## src/rtl/ram_bank_sp.sv

```systemverilog
// Single-port synchronous RAM bank (one byte lane) with a registered one-cycle read port.
// Optional RAM_BANK_WR_FWD_EN selects write-first forwarding on same-address read/write.
module ram_bank_sp #(
  parameter int unsigned WIDTH = 8,
  parameter int unsigned AW    = 8,
  parameter int unsigned DEPTH = 1 << AW
) (
  input  logic             clk,
  input  logic             rst_n,
  input  logic             we,
  input  logic [WIDTH-1:0] d,
  input  logic [AW-1:0]    addr,
  output logic [WIDTH-1:0] q
);

  logic [WIDTH-1:0] r_mem [DEPTH];
  logic [WIDTH-1:0] r_q;
  logic             w_in_range;
  logic             w_wr_en;

  // One extra bit so DEPTH == 2^AW is representable in the compare.
  assign w_in_range = ({1'b0, addr} < (AW + 1)'(DEPTH));
  assign w_wr_en    = rst_n && we && w_in_range;

  // Array has no reset so it maps onto block RAM; contents survive rst_n.
  always_ff @(posedge clk) begin
    if (w_wr_en) begin
      r_mem[addr] <= d;
    end
  end

  always_ff @(posedge clk) begin
    if (!rst_n) begin
      r_q <= '0;
    end else if (!w_in_range) begin
      r_q <= '0;
`ifdef RAM_BANK_WR_FWD_EN
    end else if (we) begin
      r_q <= d;
`endif
    end else begin
      r_q <= r_mem[addr];
    end
  end

  assign q = r_q;

endmodule

```

## config.mk

```make
export PLATFORM = sky130hd
export DESIGN_NAME = ram_bank_sp
export DESIGN_NICKNAME = d
export VERILOG_FILES = /design/src/rtl/ram_bank_sp.sv
export SDC_FILE = /design/constraint.sdc
export NUM_CORES = 2
export LEC_CHECK = 0
export ABC_AREA = 1
export BUFFER_PORTS_ARGS = -buffer_cell sky130_fd_sc_hd__buf_2
export CORE_MARGIN = 2
export CORE_UTILIZATION = 63
export CTS_BUF_LIST = sky130_fd_sc_hd__clkbuf_16
export DETAILED_ROUTE_END_ITERATION = 8
export PLACE_DENSITY = 0.79
export SYNTH_ARGS = -nofsm -noshare
export SYNTH_HDL_FRONTEND = slang
export SYNTH_SLANG_ARGS = --single-unit
```

## constraint.sdc

```tcl
create_clock -name clk -period 4 [get_ports clk]
set_input_delay 0.6 -clock clk [delete_from_list [all_inputs] [get_ports clk]]
set_output_delay 0.6 -clock clk [all_outputs]
set_load 0.005 [all_outputs]
```

==> impl_metrics.ini <==
[worst_setup_path]
worstPathMaxFanout = 75
rr_startpoint = r_mem[69][5]
slowest_delay_ps = 540
arrival_ps = 3570
worstSetupStartpointType = primary input
r2r-end = q[5]
criticalPathCategory = in -> reg
r2r_slack_ps = 1740
cp_slowest_cell = buf_4
reg2regPathDepth = 14
required_ps = 4780
crit_start = addr[0]
crit_path_end_kind = flop
crit_top_cell = nand2_1
worstPathCellList = buf_8 > buf_12 > buf_4 > nand2_1 > nand2_1 > nand2_1 > nand2_1 > nand2_1 > nand2_1 > nor2_1 > nor2_1 > nor2_1 > nand2_1 > nand2_1 > nand2_1 > nor2_1 > nor2_1

[timing]
drv_slew = 0
tightest_slew_ps = 1178
setup_viol = 0
fin_crit_sh = 0.6975
worst_slack_ps = 1210
clock_skew_ps = 39.24
max_freq_ghz = 0.3584
final.setup.tns_ps = 0
relSlewSlack = 0.2135
rsz0062_at_grt = false
period_needed_ps = 2790
finalHoldViolations = 0

[power]
power_leakage_nw = 37.82
irDropWorstVdd_mv = 0.4919
powerDensity_nw_per_um2 = 472.2

[cts]
cts.sink_count = 2056
post_cts_buffers = 0
htreeDepth = 4
worstSkewPairLatency_ps = 850
cts_buffer_depth = 3
cts_made_buffers = 193
post_cts_resized = 0
clkTransAtPathRegs_ps = 60
cts_root_buf = clkbuf_16
ctsHoldBuffers = 0
cts_tree = built

[worst_hold_path]
whs_endpoint = r_mem[58][5]
min_path_type = in -> reg
whs_path_depth = 1
min_from = d[5]

[detailed_routing]
vias_per_cell = 5.822
totalWireLength_mm = 219.8
drc = 0
ant_nets = 0
firstDrtPassIters = 7
wl_per_cell_um = 21.60
drt_iter0_markers = 8705
dr_total_vias = 59227

[logic_synthesis]
ys.flop_type = edfxtp_1
synth_fp_nets = 8323
syn_area_um2 = 85550
synth_most_common_cell = nand2_1
synthTopCellsByCount = nand2_1 (4987), edfxtp_1 (2048), nor2_1 (615)
syn_avg_cell_area_um2 = 10.30
ys_seq_elements = 2056
yosys_warnings = 0
yosysSeqAreaShare = 0.7208
synth.top_cell.area_share = 0.7189
ys_async_sr_fraction = 0
yosys.area.top_type = edfxtp_1
ys_top_cells_by_area = edfxtp_1 (72%), nand2_1 (22%), nor2_1 (2.7%)
synth_edf_count = 2048
yosysUniqueCellTypes = 15
syn_inst = 8304

[grt]
grt_max_degree = 154
grt_usage = 0.3182
antenna_found_initial = 5
grt_pass1_vias = 57186
grt_pass1_wl_mm = 331.0
grt_overflow = 0

[final_layout]
stdcell_count = 10173
areaGrowthSynthToFinish_pct = 9.764
final_util = 0.6949
diodes = 0
final_nets = 8248
drive_above_1_share = 0.05136

[placed_design]
finalWeightedCongestion = 0.9023
hpwl_mm = 124.5
dp_slack_ps = 499.0
dp.cells = 9815
port_buffers = 26

[floorplanning]
ios = 27
coreArea_um2 = 135100
dieHeight_um = 372.5
rows = 135
floorplan.initialDensity = 0.6331
die_w_um = 372.5
dieArea_um2 = 138800

[flow_run]
drv_cap = 0

[outcome]
status = complete, no violations
critical path, delay by kind of cell:
kind / cells / cell delay [ps]
buffers and inverters: 3 / 1250
AND/OR/NAND/NOR: 14 / 1590
power breakdown:
group	total, mW	switching (mW)	internal, mW
logic	2.64	2.04	0.597
registers	23.7	0.0213	23.7
clock network	18.0	7.97	10.0
routing by layer:
layer  global-route usage  share of wire  wire [um]
met5                    0        0.00026         57
met1               0.4349           0.37      81570
met4               0.1285          0.040       8812
met3              0.07566           0.12      27200
met2               0.4975           0.46     102100
stage by stage:
step | instance area [um2] | hold WS, ps | total power, mW
after CTS | 93900 | 220.0 | 44.33
after detailed placement | 87690 | 981.8 | 26.74
after global routing | 93900 | 223.1 | 45.41
after global placement | 87690 | 959.5 | 26.69
after floorplan | 85550 | 698.9 | 25.59
final | 93900 | 221.3 | 44.34
worst max path at each step:
stage,to,slack [ps],cells after the start
CTS,q[6],1380,17
global placement,q[5],530,17
global route,q[6],1110,17
floorplan,r_mem[184][0],1350,8
detailed placement,q[5],500,17
finish,q[5],1210,17
placed cells by master, fill, tap and decap left out, drive strengths merged, types with 18 or more instances in the layout:
cell and instances:
nand2 4987, edfxtp 2048, nor2 617, clkbuf 194
nand3 163, buf 156, clkinv 100, inv 79
bufinv 18
cell type report:
class / instances / area (um2)
inverters: 37 / 156.4
flip-flops and latches: 2056 / 61660
multi-input cells: 5785 / 21980
fillers: 9121 / 41230
clock inverters: 164 / 1353
clock buffers: 194 / 4855
well taps: 1781 / 2228
repair buffers: 156 / 1669
flip-flops by register name (all words and copies together), names as in the netlist:
signal	cells
r_mem	2048
q	8
kinds of logic after synthesis:
group	Yosys count	share of synthesized area
buf+inv	463	0.02271
compound gates	16	0.0009361
simple gates	5769	0.2556
flops	2056	0.7208
Power figures use the tool's default switching activity.
